<file path="src/rtl/cache_fill_fsm_if.sv">
// Miss/fill bundle between the cache controllers, main memory and the fill FSM.
// master is the fill FSM side; slave is the caches-plus-memory side.
interface cache_fill_fsm_if #(
    parameter int ADDR_W = 16
);
    logic              icache_miss;
    logic [ADDR_W-1:0] icache_miss_addr;
    logic              dcache_miss;
    logic [ADDR_W-1:0] dcache_miss_addr;
    logic              mem_data_valid;
    logic [15:0]       mem_data;
    logic              mem_enable;
    logic [ADDR_W-1:0] mem_addr;
    logic [ADDR_W-1:0] fill_address;
    logic [15:0]       fill_data;
    logic              fill_data_write;
    logic              fill_tag_write;
    logic              ifix;
    logic              dfix;
    logic              fsm_busy;

    modport master (
        input  icache_miss,
        input  icache_miss_addr,
        input  dcache_miss,
        input  dcache_miss_addr,
        input  mem_data_valid,
        input  mem_data,
        output mem_enable,
        output mem_addr,
        output fill_address,
        output fill_data,
        output fill_data_write,
        output fill_tag_write,
        output ifix,
        output dfix,
        output fsm_busy
    );

    modport slave (
        output icache_miss,
        output icache_miss_addr,
        output dcache_miss,
        output dcache_miss_addr,
        output mem_data_valid,
        output mem_data,
        input  mem_enable,
        input  mem_addr,
        input  fill_address,
        input  fill_data,
        input  fill_data_write,
        input  fill_tag_write,
        input  ifix,
        input  dfix,
        input  fsm_busy
    );
endinterface

</file>
<file path="src/rtl/cache_fill_fsm.sv">
// Cache miss fill engine: streams one block from memory into the I- or D-cache,
// D-cache first, one fill at a time, requests and responses overlapping.
module cache_fill_fsm #(
    parameter int BLOCK_WORDS = 8,
    parameter int ADDR_W      = 16
) (
    input logic             clk,
    input logic             rst_n,
    cache_fill_fsm_if.master bus
);
    localparam int OFF_W = $clog2(2 * BLOCK_WORDS);
    localparam int CNT_W = $clog2(BLOCK_WORDS) + 1;
    localparam logic [CNT_W-1:0] CNT_LAST = CNT_W'(BLOCK_WORDS - 1);
    localparam logic [CNT_W-1:0] CNT_FULL = CNT_W'(BLOCK_WORDS);

    typedef enum logic [1:0] {
        IDLE = 2'd0,
        FILL = 2'd1,
        DONE = 2'd2
    } state_e;

    state_e            state_q, state_d;
    logic [ADDR_W-1:0] base_q, base_d;
    logic [CNT_W-1:0]  req_cnt_q, req_cnt_d;
    logic [CNT_W-1:0]  rcv_cnt_q, rcv_cnt_d;
    logic              dtgt_q, dtgt_d;

    function automatic logic [ADDR_W-1:0] block_base(input logic [ADDR_W-1:0] a);
        return {a[ADDR_W-1:OFF_W], {OFF_W{1'b0}}};
    endfunction

    // Base is block aligned and idx < BLOCK_WORDS, so this never carries out of the block.
    function automatic logic [ADDR_W-1:0] word_addr(input logic [ADDR_W-1:0] base,
                                                    input logic [CNT_W-1:0]  idx);
        return base + ADDR_W'({idx, 1'b0});
    endfunction

    always_ff @(posedge clk or negedge rst_n) begin
        if (!rst_n) begin
            state_q   <= IDLE;
            base_q    <= '0;
            req_cnt_q <= '0;
            rcv_cnt_q <= '0;
            dtgt_q    <= 1'b0;
        end else begin
            state_q   <= state_d;
            base_q    <= base_d;
            req_cnt_q <= req_cnt_d;
            rcv_cnt_q <= rcv_cnt_d;
            dtgt_q    <= dtgt_d;
        end
    end

    always_comb begin
        state_d             = state_q;
        base_d              = base_q;
        req_cnt_d           = req_cnt_q;
        rcv_cnt_d           = rcv_cnt_q;
        dtgt_d              = dtgt_q;
        bus.mem_enable      = 1'b0;
        bus.mem_addr        = '0;
        bus.fill_address    = '0;
        bus.fill_data       = '0;
        bus.fill_data_write = 1'b0;
        bus.fill_tag_write  = 1'b0;
        bus.ifix            = 1'b0;
        bus.dfix            = 1'b0;

        case (state_q)
            IDLE: begin
                if (bus.dcache_miss) begin
                    base_d    = block_base(bus.dcache_miss_addr);
                    dtgt_d    = 1'b1;
                    req_cnt_d = '0;
                    rcv_cnt_d = '0;
                    state_d   = FILL;
                end else if (bus.icache_miss) begin
                    base_d    = block_base(bus.icache_miss_addr);
                    dtgt_d    = 1'b0;
                    req_cnt_d = '0;
                    rcv_cnt_d = '0;
                    state_d   = FILL;
                end
            end

            FILL: begin
                bus.dfix = dtgt_q;
                bus.ifix = !dtgt_q;
                if (req_cnt_q < CNT_FULL) begin
                    bus.mem_enable = 1'b1;
                    bus.mem_addr   = word_addr(base_q, req_cnt_q);
                    req_cnt_d      = req_cnt_q + 1'b1;
                end
                // Responses come back in request order, so rcv_cnt alone names the word.
                if (bus.mem_data_valid && (rcv_cnt_q < CNT_FULL)) begin
                    bus.fill_data_write = 1'b1;
                    bus.fill_data       = bus.mem_data;
                    bus.fill_address    = word_addr(base_q, rcv_cnt_q);
                    rcv_cnt_d           = rcv_cnt_q + 1'b1;
                    if (rcv_cnt_q == CNT_LAST) begin
                        bus.fill_tag_write = 1'b1;
                        state_d            = DONE;
                    end
                end
            end

            DONE: begin
                state_d = IDLE;
            end

            default: begin
                state_d = IDLE;
            end
        endcase
    end

    assign bus.fsm_busy = (state_q != IDLE);
endmodule

</file>
<file path="src/flat_wrapper.sv">
// flat-port wrapper written by rule: the top's interface ports become plain ports
module cache_fill_fsm_flat 
#(
    parameter int BLOCK_WORDS = 8,
    parameter int ADDR_W      = 16
)
  (clk, rst_n, bus_icache_miss, bus_icache_miss_addr, bus_dcache_miss, bus_dcache_miss_addr, bus_mem_data_valid, bus_mem_data, bus_mem_enable, bus_mem_addr, bus_fill_address, bus_fill_data, bus_fill_data_write, bus_fill_tag_write, bus_ifix, bus_dfix, bus_fsm_busy);
  cache_fill_fsm_if #(.ADDR_W(ADDR_W)) bus_i ();
  input logic clk;
  input logic rst_n;
  input wire logic [$bits(bus_i.icache_miss)-1:0] bus_icache_miss;
  input wire logic [$bits(bus_i.icache_miss_addr)-1:0] bus_icache_miss_addr;
  input wire logic [$bits(bus_i.dcache_miss)-1:0] bus_dcache_miss;
  input wire logic [$bits(bus_i.dcache_miss_addr)-1:0] bus_dcache_miss_addr;
  input wire logic [$bits(bus_i.mem_data_valid)-1:0] bus_mem_data_valid;
  input wire logic [$bits(bus_i.mem_data)-1:0] bus_mem_data;
  output wire logic [$bits(bus_i.mem_enable)-1:0] bus_mem_enable;
  output wire logic [$bits(bus_i.mem_addr)-1:0] bus_mem_addr;
  output wire logic [$bits(bus_i.fill_address)-1:0] bus_fill_address;
  output wire logic [$bits(bus_i.fill_data)-1:0] bus_fill_data;
  output wire logic [$bits(bus_i.fill_data_write)-1:0] bus_fill_data_write;
  output wire logic [$bits(bus_i.fill_tag_write)-1:0] bus_fill_tag_write;
  output wire logic [$bits(bus_i.ifix)-1:0] bus_ifix;
  output wire logic [$bits(bus_i.dfix)-1:0] bus_dfix;
  output wire logic [$bits(bus_i.fsm_busy)-1:0] bus_fsm_busy;
  assign bus_i.icache_miss = bus_icache_miss;
  assign bus_i.icache_miss_addr = bus_icache_miss_addr;
  assign bus_i.dcache_miss = bus_dcache_miss;
  assign bus_i.dcache_miss_addr = bus_dcache_miss_addr;
  assign bus_i.mem_data_valid = bus_mem_data_valid;
  assign bus_i.mem_data = bus_mem_data;
  assign bus_mem_enable = bus_i.mem_enable;
  assign bus_mem_addr = bus_i.mem_addr;
  assign bus_fill_address = bus_i.fill_address;
  assign bus_fill_data = bus_i.fill_data;
  assign bus_fill_data_write = bus_i.fill_data_write;
  assign bus_fill_tag_write = bus_i.fill_tag_write;
  assign bus_ifix = bus_i.ifix;
  assign bus_dfix = bus_i.dfix;
  assign bus_fsm_busy = bus_i.fsm_busy;
  cache_fill_fsm #(.BLOCK_WORDS(BLOCK_WORDS), .ADDR_W(ADDR_W)) u_core (.clk(clk), .rst_n(rst_n), .bus(bus_i));
endmodule
</file>
<file path="config.mk">
export PLATFORM = sky130hd
export DESIGN_NAME = cache_fill_fsm_flat
export DESIGN_NICKNAME = d
export VERILOG_FILES = /design/src/rtl/cache_fill_fsm_if.sv /design/src/rtl/cache_fill_fsm.sv /design/src/flat_wrapper.sv
export SDC_FILE = /design/constraint.sdc
export NUM_CORES = 1
export LEC_CHECK = 0
export BUFFER_PORTS_ARGS = -buffer_cell sky130_fd_sc_hd__buf_4
export CORE_MARGIN = 2
export CORE_UTILIZATION = 44
export CTS_BUF_LIST = sky130_fd_sc_hd__clkbuf_4
export DETAILED_ROUTE_END_ITERATION = 10
export PLACE_DENSITY = 0.82
export SLEW_MARGIN = 40
export SYNTH_ARGS = -nofsm -noshare
export SYNTH_HDL_FRONTEND = slang
export SYNTH_SLANG_ARGS = --single-unit
</file>
<file path="constraint.sdc">
create_clock -name clk -period 1.78 [get_ports clk]
set_input_delay 0.089 -clock clk [delete_from_list [all_inputs] [get_ports clk]]
set_output_delay 0.089 -clock clk [all_outputs]
set_load 0.03 [all_outputs]
</file>
== Yosys cells after proc, flatten, opt, wreduce, memory -nomap -nowiden ==
Index checks and enable logic that the tools add are counted.
Operators by class
  add/subtract/negate cells: 4
  $lt $le $gt $ge: 2
  equality and inequality tests: 6
  multiplexer cells: 30
  reductions and logical operators: 10
Operators by type and width (count)
  $mux W16: 8
  $add A16 B5 Y16: 2
  $mux W4: 4
  $pmux W4 S2: 2
  $mux W1: 11
  $reduce_and A3 Y1: 3
  $add A4 B1 Y4 const B: 2
  $lt A4 B4 Y1 const B: 2
  $mux W2: 4
  $ne A2 B1 Y1 const B: 3
  $reduce_bool A2 Y1: 3
  $eq A4 B3 Y1 const B: 1
  $pmux W2 S2: 1
  $ne A3 B3 Y1 const B: 1
  $eq A2 B1 Y1 const B: 1
  $logic_not A2 Y1: 1
  $reduce_and A2 Y1: 1
  $logic_and A1 B1 Y1: 1
  $logic_not A1 Y1: 1
Storage, ports and cells
  register bits after elaboration: 27
  input bits: 53
  word-level logic and storage cells: 57

== Longest topological paths before layout ==
Gate-level depths: netlist (run 1).
  depth after elaboration: 4
  depth in mapped cells: 6
  mapped depth without buffers: 5

== Worst setup path before layout (run 1) ==
Ideal clock, no wire load.
  kind: flip-flop to output port
  start point: register u_core.rcv_cnt_q[3]
  end point: output bus_fill_address[13]
  data arrival time: 1.768 ns
  path slack: -0.077 ns
  stages on the path, launching flop included: 5
  path through: dfrtp_1 -> ha_1 -> nand4_4 -> or4_1 -> a21oi_1
Between the ends
  longest elaborated chain between the ends: 4
Ends and longest elaborated chain
  start, declared: line cache_fill_fsm.sv:25  | logic [CNT_W-1:0] rcv_cnt_q, rcv_cnt_d;
  start signal, assigned: line cache_fill_fsm.sv:49  | rcv_cnt_q <= rcv_cnt_d;
  parallel branches: the longest is 2 deep, another holds $add A16 B5 Y16
  $mux W16 *: line cache_fill_fsm.sv:95  | if (bus.mem_data_valid && (rcv_cnt_q < CNT_FULL)) begin
  $mux W16 *: line cache_fill_fsm.sv:69  | case (state_q)
  end, declared: line flat_wrapper.sv:19  | output wire logic [$bits(bus_i.fill_address)-1:0] bus_fill_address;
Every way passes the cells marked *.

== Worst setup path after layout (run 1) ==
  start point: register u_core.base_q[4]
  end point: output bus_fill_address[13]
Between the ends
  longest elaborated chain between the ends: 3
Ends and longest elaborated chain
  start, declared: line cache_fill_fsm.sv:23  | logic [ADDR_W-1:0] base_q, base_d;
  start signal, assigned: line cache_fill_fsm.sv:47  | base_q <= base_d;
  $add A16 B5 Y16: line cache_fill_fsm.sv:35  | return base + ADDR_W'({idx, 1'b0});
  $mux W16: line cache_fill_fsm.sv:95
  $mux W16: line cache_fill_fsm.sv:69
Every way passes these cells.

==> run summary, run 1 <==
Die Wd -> 65.87 um
Die ar. -> 0.004338 mm2
Worst ir drop on vdd -> 1.289 mV
Actual slew at the worst max-slew pin -> 0.6364 ns
Layout area overhead -> 85.88%
Worst hold path type -> primary input to flip-flop
Clk buf depth -> 2
# IOs -> 107
Grt ovf -> 0
Critical Path Sink Type -> output pin
Startpoint types -> flip-flop
DRC -> 0
Initial core utilization -> 46.00%
Crit path buf inv count -> 1
Net Switching -> 2.791 mW
Fraction of registers with async set/reset -> 100.0%
Largest net degree at the start of global routing -> 24
DIE HEIGHT -> 65.87 um
Cts bufs inserted -> 3
Combinational share of power -> 74.7%
Cell Area, Synth -> 0.001684 mm2
Final net count -> 381
Port-buffer cells -> 96
Syn_area_per_cell -> 8.463 um2
Critical Path AT -> 2.02 ns
Sequential share of power -> 20.6%
Vias in the first global route -> 1717
Fin. Hold Viols -> 0
DRT iter0 DRCs -> 188
Clock Power Share -> 4.7%
EDFF count, synth -> 0
FF+latch count, synth -> 23
Via-per-instance ratio -> 5.676
CTS tree -> done
Via Count -> 2100
RSZ-0062 raised after global routing -> yes
Post-route clock period utilization -> 118.6%
Critical Path, Cell by Cell -> ha_4, nand4_4, or4_4, a21oi_2, buf_6
Clock Sinks -> 23
Ant diodes -> 0
Max Cap Viol -> 0
# setup viols final -> 40
Pwr per Cell Area -> 1773 mW/mm2
Leak -> 1.463 nW
H-tree levels -> 1
FP Rows -> 22
Fin Setup TNS -> -4.023 ns
Rel. slew slack -> 57.29%
Clock root cell -> clkbuf_4
Hold Slack -> 0.02505 ns
Fin crit period -> 2.111 ns
Max Freq -> 473.7 MHz
Worst Path Max Fanout -> 6
Sw Ratio -> 50.28%
Post-Place Cells -> 344
Internal power -> 2.760 mW
CP max stage delay -> 0.56 ns
Syn. warnings -> 0
Routed WL -> 6737 um
Post-synth cell types -> 39
Synth Flop Type -> dfrtp_1
First-pass GRT wire length -> 7921 um
Worst setup path category -> flip-flop to output pin
Antenna Nets Post-Route -> 0
Share of layout cells above drive strength 1 -> 61.49%
Post-synthesis sequential area ratio -> 34.18%
Final setup margin -> -0.3311 ns
WP data required -> 1.69 ns
Non-Filler Instances -> 370
Violated checks -> negative setup slack
WL/cell -> 18.21 um
CP max-delay cell -> or4_4
CP top delay family -> simple AND/OR/NAND/NOR gates
Commonest non-fill, non-tap cell in the layout -> buf_4
Global Route Usage Sum -> 23.99%
RePlAce Congestion -> 0.8867
Worst skew pair latency -> 0.34 ns
Mapped Cells -> 199
Outcome -> complete, but fails checks
Post-DP HPWL -> 3796 um
Core ar. -> 0.003661 mm2
First-pass iteration count of the detailed router -> 5
Most frequent cells in the layout -> buf_4 (76), buf_6 (52), and2_4 (31), o21ai_0 (29), dfrtp_1 (19)
Slew Limit Fails -> 0
Initial antenna violation count -> 0
Clock Skew -> 0.01166 ns
Clock transition at path regs -> 0.14 ns
[registers in the layout (all words and copies together), names as in the netlist]
register and count:
u_core.rcv_cnt_q 4, u_core.req_cnt_q 4, u_core.dtgt_q 1, u_core.base_q 12, u_core.state_q 2
[timing repair]
item                                   in CTS  in global routing
setup endpoints to repair                  33                 44
resized for setup                          17                103
pin swaps                                  11                 27
buffers inserted                           10                  9
cloned                                      0                  2
hold buffers                                1                  0
endpoints found under the hold margin      23                  0
[cells in the mapped netlist, types with 3 or more instances]
| library cell | number | share of area (%) |
|---|---|---|
| o21ai_0 | 29 | 8.6 |
| and2_1 | 33 | 12 |
| buf_4 | 3 | 1.3 |
| buf_2 | 5 | 1.5 |
| dfrtp_1 | 23 | 34 |
| or4_1 | 6 | 2.7 |
| clkbuf_1 | 5 | 1.1 |
| inv_1 | 4 | 0.89 |
| a21oi_1 | 11 | 3.3 |
| nand3_1 | 4 | 1.2 |
| nor2_1 | 9 | 2.0 |
| nand2_1 | 11 | 2.5 |
| o31ai_1 | 6 | 2.7 |
| ha_1 | 5 | 3.7 |
| mux2i_1 | 13 | 7.7 |
[power groups by stage]
stage               clock [mW]  combinational (mW)  sequential, mW
floorplan                    0                1.95           0.986
global placement             0                2.97            1.05
detailed placement           0                3.01            1.07
CTS                      0.255                3.18            1.06
global route             0.287                4.34            1.17
finish                   0.262                4.15            1.14
[cell type report]
cell class | count | area (um2)
Clock inverter | 1 | 5.005
Timing Repair inverter | 1 | 7.507
Multi-Input combinational cell | 159 | 1245
Sequential cell | 23 | 580.6
Inverter | 5 | 23.77
Clock buffer | 3 | 22.52
Tap cell | 48 | 60.06
Fill cell | 194 | 530.5
Timing Repair Buffer | 130 | 1186
[path summary, 6_finish.rpt]
kind                                         start                   end  slack [ns]  cells after the start
hold / removal             bus_icache_miss_addr[9]      u_core.base_q[9]        0.03                      3
min in group asynchronous                    rst_n     u_core.base_q[10]        0.17                      2
max in group asynchronous                    rst_n      u_core.base_q[4]        1.34                      2
hold reg to reg                      u_core.dtgt_q         u_core.dtgt_q        0.54                      1
setup / recovery                  u_core.base_q[4]  bus_fill_address[13]       -0.33                      5
setup reg to reg                 u_core.state_q[0]   u_core.rcv_cnt_q[3]        0.06                      7
[per-stage QoR]
stage               total power [mW]  cell area [um2]  worst slack, ns  utilization, %
global route                   5.794             3131          -0.4037           85.51
global placement               4.016             2515          0.06943           68.69
floorplan                      2.934             1703         0.007660               -
CTS                            4.500             2696          -0.2477           73.65
detailed placement             4.078             2515          0.04037           68.69
finish                         5.552             3131          -0.3311           85.51
[kinds of logic after synthesis]
logic type / Yosys count / synth area share [%]
adders and majority gates: 5 / 3.715
other: 1 / 0.2227
and+or+nand+nor: 79 / 27.86
buffers and inverters: 18 / 5.051
AOI/OAI and AO/OA: 56 / 19.17
DFF: 23 / 34.18
xor gates and xnor gates: 4 / 2.081
muxes: 13 / 7.726
[worst reg2reg max path: cells and delay by family (launching register included)]
kind | cells | cell delay, ns
and+or+nand+nor | 3 | 0.55
DFF | 1 | 0.45
buffers and inverters | 3 | 0.37
AOI/OAI and AO/OA | 1 | 0.25
[routing by layer]
metal / GRT usage [%] / wire, um / up-vias
met4: 10.16 / 249 / 0
met3: 1.533 / 427 / 23
met5: 0 / 0 / -
li1: - / - / 944
met1: 31.43 / 2614 / 1013
met2: 40.78 / 3445 / 120
Power figures use the tool's default switching activity.
==> inputs of run 2 (changes only) <==
REMOVE_ABC_BUFFERS = 1   (was default)
==> run 2 against run 1 <==
Compared with the run above: the run still ends with negative setup slack left; cell area is 9.9% lower; worst hold slack better by 0.028 ns; flip-flop and latch count stayed put; wire length is 23% lower; critical endpoint is now bus_fill_address[15]; worst setup slack better by 0.098 ns; first-iteration DRC count is 5.9% lower; clock power is 2% lower; global-route usage is 0.30 points lower; via count is 9.0% lower.
==> run summary, run 2 (synthesis gave the netlist of run 1 again) <==
Outcome -> complete, but fails checks (unchanged)
Violated checks -> negative setup slack (unchanged)
Commonest non-fill, non-tap cell in the layout -> buf_4 (unchanged)
Crit. Startpoint -> u_core.base_q[12] (was u_core.base_q[4])
Vias in the first global route -> 1749 (was 1717)
Place WS -> 0.01814 ns (was 0.04037 ns)
DRT iter0 DRCs -> 177 (was 188)
DIE HEIGHT -> 65.87 um (unchanged)
Post-DP HPWL -> 3675 um (was 3796 um)
Critical Path Sink Type -> output pin (unchanged)
CTS tree -> done (unchanged)
Grt ovf -> 0 (unchanged)
Fin Setup TNS -> -1.577 ns (was -4.023 ns)
Worst ir drop on vdd -> 0.9369 mV (was 1.289 mV)
FF-to-FF Start -> u_core.rcv_cnt_q[3] (was u_core.state_q[0])
RePlAce Congestion -> 0.7857 (was 0.8867)
Fin crit period -> 2.013 ns (was 2.111 ns)
Non-Filler Instances -> 359 (was 370)
FP Rows -> 22 (unchanged)
Rel. slew slack -> 65.91% (was 57.29%)
Via-per-instance ratio -> 5.323 (was 5.676)
Worst hold path type -> primary input to flip-flop (unchanged)
Util after Layout -> 77.03% (was 85.51%)
RSZ-0062 raised after global routing -> yes (unchanged)
Initial antenna violation count -> 0 (unchanged)
Clock Skew -> 0.004368 ns (was 0.01166 ns)
Fin. Hold Viols -> 0 (unchanged)
Routed WL -> 5185 um (was 6737 um)
Worst skew pair latency -> 0.31 ns (was 0.34 ns)
Largest regs -> u_core.base_q: 12 flops, u_core.rcv_cnt_q: 4 flops, u_core.req_cnt_q: 4 flops (unchanged)
DRC -> 0 (unchanged)
Port-buffer cells -> 96 (unchanged)
WP data required -> 1.69 ns (about the same)
Critical path endpoint -> bus_fill_address[15] (was bus_fill_address[13])
Core ar. -> 0.003661 mm2 (unchanged)
Die ar. -> 0.004338 mm2 (unchanged)
Leak -> 1.322 nW (was 1.463 nW)
Die Wd -> 65.87 um (unchanged)
Initial core utilization -> 46.00% (unchanged)
Final net count -> 370 (was 381)
Slew Limit Fails -> 0 (unchanged)
Worst setup path category -> flip-flop to output pin (unchanged)
First-pass GRT wire length -> 8079 um (was 7921 um)
Clock Sinks -> 23 (unchanged)
Ant diodes -> 0 (unchanged)
Actual slew at the worst max-slew pin -> 0.5083 ns (was 0.6364 ns)
Post-route clock period utilization -> 113.1% (was 118.6%)
First-pass iteration count of the detailed router -> 4 (was 5)
Post-Place Cells -> 339 (was 344)
Setup slack, reg-to-reg -> 0.26 ns (was 0.06 ns)
Reg2Reg Depth -> 4 (was 7)
Share of layout cells above drive strength 1 -> 50.80% (was 61.49%)
Largest register FFs -> 12 (unchanged)
Cts bufs inserted -> 3 (unchanged)
Clock root cell -> clkbuf_4 (unchanged)
H-tree levels -> 1 (unchanged)
Startpoint types -> flip-flop (unchanged)
Layout area overhead -> 67.46% (was 85.88%)
Register with the most flip-flops -> u_core.base_q (unchanged)
Clock transition at path regs -> 0.12 ns (was 0.14 ns)
Critical Path AT -> 1.92 ns (was 2.02 ns)
Largest net degree at the start of global routing -> 24 (unchanged)
Most frequent cells in the layout -> buf_4 (103), and2_1 (32), o21ai_0 (27), dfrtp_1 (17), buf_6 (16) (was buf_4 (76), buf_6 (52), and2_4 (31), o21ai_0 (29), dfrtp_1 (19))
Final setup margin -> -0.2333 ns (was -0.3311 ns)
# IOs -> 107 (unchanged)
Number of fill cells -> 255 (was 194)
Global Route Usage Sum -> 23.69% (was 23.99%)
Max Freq -> 496.7 MHz (was 473.7 MHz)
Worst Path Max Fanout -> 6 (unchanged)
Antenna Nets Post-Route -> 0 (unchanged)
# setup viols final -> 9 (was 40)
Pwr per Cell Area -> 1661 mW/mm2 (was 1773 mW/mm2)
Via Count -> 1911 (was 2100)
Clk buf depth -> 2 (unchanged)
Max Cap Viol -> 0 (unchanged)
WL/cell -> 14.44 um (was 18.21 um)
Worst r2r dst -> u_core.rcv_cnt_q[1] (was u_core.rcv_cnt_q[3])
## run 2: through the flow
stage	hold WS [ns]	power, mW	cell area [um2]
floorplan	-0.2066	2.838	1622
global placement	-0.001443	3.924	2462
detailed placement	-0.001626	3.986	2462
CTS	0.05099	4.394	2650
global route	0.07642	5.007	2820
finish	0.05275	4.684	2820
## run 2: final cells by class
class                      instances  area, um2  area share (%)
clock buffer                       4      30.03           1.065
inverter                           5      23.77          0.8429
multi-input combinational        159       1160           41.13
sequential                        23      583.1           20.67
tap                               48      60.06           2.130
timing repair buffer             120      963.4           34.16
## run 2: power breakdown
part	switching [mW]	internal (mW)
logic	1.90	1.39
clock network	0.155	0.103
registers	0.360	0.774
## run 2: worst min-delay path by stage
stage               slack [ns]  cells past startpoint                    start                end
floorplan                -0.21                      0                    rst_n  u_core.base_q[10]
global placement        -0.001                      1                    rst_n   u_core.base_q[7]
detailed placement      -0.002                      1                    rst_n   u_core.base_q[6]
CTS                       0.05                      3  bus_icache_miss_addr[5]   u_core.base_q[5]
global route              0.08                      3  bus_icache_miss_addr[5]   u_core.base_q[5]
finish                    0.05                      3  bus_icache_miss_addr[5]   u_core.base_q[5]
## run 2: repair_timing
| action | in CTS | in global routing |
|---|---|---|
| gates cloned | 0 | 1 |
| setup buffers | 9 | 5 |
| setup endpoints to repair | 28 | 45 |
| resized for setup | 22 | 36 |
| pin swaps | 14 | 3 |
| hold buffers | 1 | 0 |
| endpoints found under the hold margin | 23 | 0 |
## run 2: per-layer routing
| metal | global-route usage, % | part of all wire [%] |
|---|---|---|
| met1 | 30.65 | 42 |
| met2 | 40.53 | 52 |
| met3 | 3.237 | 4.1 |
| met4 | 7.813 | 1.6 |
| met5 | 0 | 0 |
## run 2: critical path, cell delays in order, from the launching register on
cell and delay (ns):
dfrtp_2 0.46, nand4_1 0.26, or4_1 0.59, a21oi_2 0.16
buf_6 0.14
==> inputs of run 3 (changes only) <==
ABC_AREA = 1   (was default)
CORE_UTILIZATION = 45   (was 44)
PLACE_DENSITY = 0.81   (was 0.82)
==> run 3 against run 2 <==
Compared with the run above: synthesized area up 7.4%; global-route usage up 0.31 points; cell area up 0.27%; critical path depth up 3; the flow still finishes with violations (negative setup slack); flip-flop and latch count unchanged; first-iteration DRC count down 17%.
==> run summary, run 3 <==
Via Count -> 2209 (was 1911)
Worst ir drop on vdd -> 1.035 mV (was 0.9369 mV)
CTS tree -> done (unchanged)
Clk buf depth -> 2 (unchanged)
Leak -> 1.510 nW (was 1.322 nW)
Final setup margin -> -0.008025 ns (was -0.2333 ns)
Post-synthesis sequential area ratio -> 31.83% (was 34.18%)
Layout area overhead -> 56.40% (was 67.46%)
Post-Place Cells -> 421 (was 339)
WL/cell -> 12.95 um (was 14.44 um)
Place WS -> 0.2626 ns (was 0.01814 ns)
Most frequent cells in the layout -> buf_4 (107), nand2_1 (65), nor2_1 (50), inv_1 (35), dfrtp_1 (18) (was buf_4 (103), and2_1 (32), o21ai_0 (27), dfrtp_1 (17), buf_6 (16))
Syn_area_per_cell -> 6.366 um2 (was 8.463 um2)
WP data required -> 1.69 ns (about the same)
# setup viols final -> 2 (was 9)
Non-Filler Instances -> 441 (was 359)
Routed WL -> 5712 um (was 5185 um)
Multi-input gate area -> 0.001114 mm2 (was 0.001160 mm2)
Max Freq -> 559.3 MHz (was 496.7 MHz)
Grt ovf -> 0 (unchanged)
Ant diodes -> 0 (unchanged)
DIE HEIGHT -> 67.39 um (was 65.87 um)
Synth area leaders -> dfrtp_1 (32%), nand2_1 (15%), nor2_1 (12%) (was dfrtp_1 (34%), and2_1 (12%), o21ai_0 (8.6%))
First-pass iteration count of the detailed router -> 5 (was 4)
Most used cell, CP -> buf_6
Critical Path Sink Type -> output pin (unchanged)
Initial core utilization -> 45.86% (was 46.00%)
Register with the most flip-flops -> u_core.base_q (unchanged)
Initial antenna violation count -> 0 (unchanged)
RSZ-0062 raised after global routing -> yes (unchanged)
Via-per-instance ratio -> 5.009 (was 5.323)
Synth top area share -> 31.83% (was 34.18%)
Worst skew pair latency -> 0.32 ns (was 0.31 ns)
Pwr per Cell Area -> 1787 mW/mm2 (was 1661 mW/mm2)
Clock Power Share -> 4.9% (was 5.5%)
Sw Ratio -> 55.75% (was 51.65%)
Violated checks -> negative setup slack (unchanged)
Cell Area, Synth -> 0.001808 mm2 (was 0.001684 mm2)
Port-buffer cells -> 96 (unchanged)
EDFF count, synth -> 0 (unchanged)
Largest regs -> u_core.base_q: 12 flops, u_core.rcv_cnt_q: 4 flops, u_core.req_cnt_q: 4 flops (unchanged)
Critical Path, Cell by Cell -> buf_6, ha_4, nand3_4, nor2_4, buf_4, nor3_4, buf_6 (was nand4_1, or4_1, a21oi_2, buf_6)
Internal power -> 2.237 mW (was 2.265 mW)
Worst hold path type -> primary input to flip-flop (unchanged)
Synth Flop Type -> dfrtp_1 (unchanged)
Max Cap Viol -> 0 (unchanged)
Area after DPL -> 0.002540 mm2 (was 0.002462 mm2)
CP max-delay cell -> dfrtp_2 (was or4_1)
Die ar. -> 0.004541 mm2 (was 0.004338 mm2)
Cts bufs inserted -> 3 (unchanged)
# IOs -> 107 (unchanged)
Fraction of registers with async set/reset -> 100.0% (unchanged)
Core ar. -> 0.003943 mm2 (was 0.003661 mm2)
Number of fill cells -> 302 (was 255)
Clock Skew -> 0.01951 ns (was 0.004368 ns)
Sequential share of power -> 21.6% (was 24.2%)
H-tree levels -> 1 (unchanged)
Final net count -> 450 (was 370)
Fin crit period -> 1.788 ns (was 2.013 ns)
Util after Layout -> 71.72% (was 77.03%)
Share of layout cells above drive strength 1 -> 40.41% (was 50.80%)
RePlAce Congestion -> 0.8975 (was 0.7857)
CP top delay family -> flip-flops (was simple AND/OR/NAND/NOR gates)
Vias in the first global route -> 1900 (was 1749)
Slew Limit Fails -> 0 (unchanged)
Critical Path AT -> 1.70 ns (was 1.92 ns)
Antenna Nets Post-Route -> 0 (unchanged)
DRT iter0 DRCs -> 147 (was 177)
Clock root cell -> clkbuf_4 (unchanged)
FP Rows -> 23 (was 22)
Fin Setup TNS -> -0.01035 ns (was -1.577 ns)
Largest register FFs -> 12 (unchanged)
Clock transition at path regs -> 0.14 ns (was 0.12 ns)
Net Switching -> 2.818 mW (was 2.419 mW)
CP max stage delay -> 0.47 ns (was 0.59 ns)
First-pass GRT wire length -> 8438 um (was 8079 um)
Synth area leader -> dfrtp_1 (unchanged)
Global Route Usage Sum -> 24.00% (was 23.69%)
FF+latch count, synth -> 23 (unchanged)
Post-route clock period utilization -> 100.5% (was 113.1%)
DRC -> 0 (unchanged)
Mapped Cells -> 284 (was 199)
Synth cell count leaders -> nand2_1 (70), nor2_1 (58), inv_1 (36), dfrtp_1 (23), o21ai_0 (16) (was and2_1 (33), o21ai_0 (29), dfrtp_1 (23), mux2i_1 (13))
Startpoint types -> flip-flop (unchanged)
Post-DP HPWL -> 3886 um (was 3675 um)
Clock Sinks -> 23 (unchanged)
Fin. Hold Viols -> 0 (unchanged)
Outcome -> complete, but fails checks (unchanged)
Reg area -> 581.8 um2 (was 583.1 um2)
Die Wd -> 67.39 um (was 65.87 um)
Largest net degree at the start of global routing -> 28 (was 24)
Post-route cell area -> 0.002828 mm2 (was 0.002820 mm2)
Combinational share of power -> 73.5% (was 70.3%)
Most frequent cell after synthesis -> nand2_1 (was and2_1)
Worst Path Max Fanout -> 3 (was 6)
Syn. warnings -> 0 (unchanged)
Crit path buf inv count -> 3 (was 1)
Commonest non-fill, non-tap cell in the layout -> buf_4 (unchanged)
Worst setup path category -> flip-flop to output pin (unchanged)
Post-synth cell types -> 30 (was 39)
==> run 3: what timing repair did <==
item                       CTS  global route
hold endpoints to repair    23             0
setup endpoints to repair    9            29
pin swaps                    1             7
resized for setup            5            38
setup buffers                3            12
hold buffers                 1             0
==> run 3: layer usage <==
metal  up-vias  wire length [um]  global-route usage (%)
met5         -                 0                       0
met4         0               122                   4.847
met3        12               311                   3.333
met2        94              2960                   43.07
met1       998              2317                   30.75
li1       1105                 -                       -
==> run 3: cell families (layout without fill, tap and decap cells) <==
group | Yosys count | after routing | synth area share, %
other | 1 | 2 | 0.2074
AND/OR/NAND/NOR | 157 | 157 | 36.89
flip-flops | 23 | 23 | 31.83
adder cells (fa/ha/maj) | 5 | 5 | 3.460
buffers and inverters | 53 | 159 | 12.46
AO/OA/AOI/OAI | 45 | 45 | 15.16
==> run 3: worst paths after layout <==
check | start | endpoint | slack, ns | cells past startpoint
worst min register to register | u_core.dtgt_q | u_core.dtgt_q | 0.56 | 2
max in group asynchronous | rst_n | u_core.base_q[6] | 1.31 | 2
worst max register to register | u_core.state_q[0] | u_core.base_q[15] | 0.12 | 6
worst min-delay path | bus_icache_miss_addr[14] | u_core.base_q[14] | 0.001 | 3
min in group asynchronous | rst_n | u_core.base_q[14] | 0.18 | 2
worst max-delay path | u_core.rcv_cnt_q[3] | bus_fill_address[8] | -0.008 | 7
==> run 3: area by class of cell <==
| class | instances | area share [%] |
|---|---|---|
| multi-input cells | 209 | 39.38 |
| repair buffers | 114 | 31.15 |
| flip-flops and latches | 23 | 20.58 |
| inverters | 41 | 5.708 |
| well taps | 50 | 2.212 |
| clock buffers | 3 | 0.7965 |
| clock inverters | 1 | 0.1770 |
==> run 3: power groups by stage <==
stage                     Clock [mW]  Sequential [mW]  Combinational, mW
after global placement             0             1.03               3.22
after detailed placement           0             1.04               3.28
after floorplan                    0            0.972               2.16
after CTS                      0.250             1.03               3.35
final                          0.246             1.09               3.71
after global routing           0.281             1.13               4.01
==> run 3: worst min-delay path: stages <==
cell      delay, ns
buf_4          0.08
o211ai_1       0.06
o21ai_0        0.07
==> run 3: through the flow <==
| step | hold WS [ns] | total power [mW] |
|---|---|---|
| after CTS | 0.006985 | 4.638 |
| final | 0.001487 | 5.054 |
| after global placement | -0.002245 | 4.252 |
| after global routing | -0.008729 | 5.419 |
| after floorplan | -0.2066 | 3.132 |
| after detailed placement | 0.002551 | 4.326 |
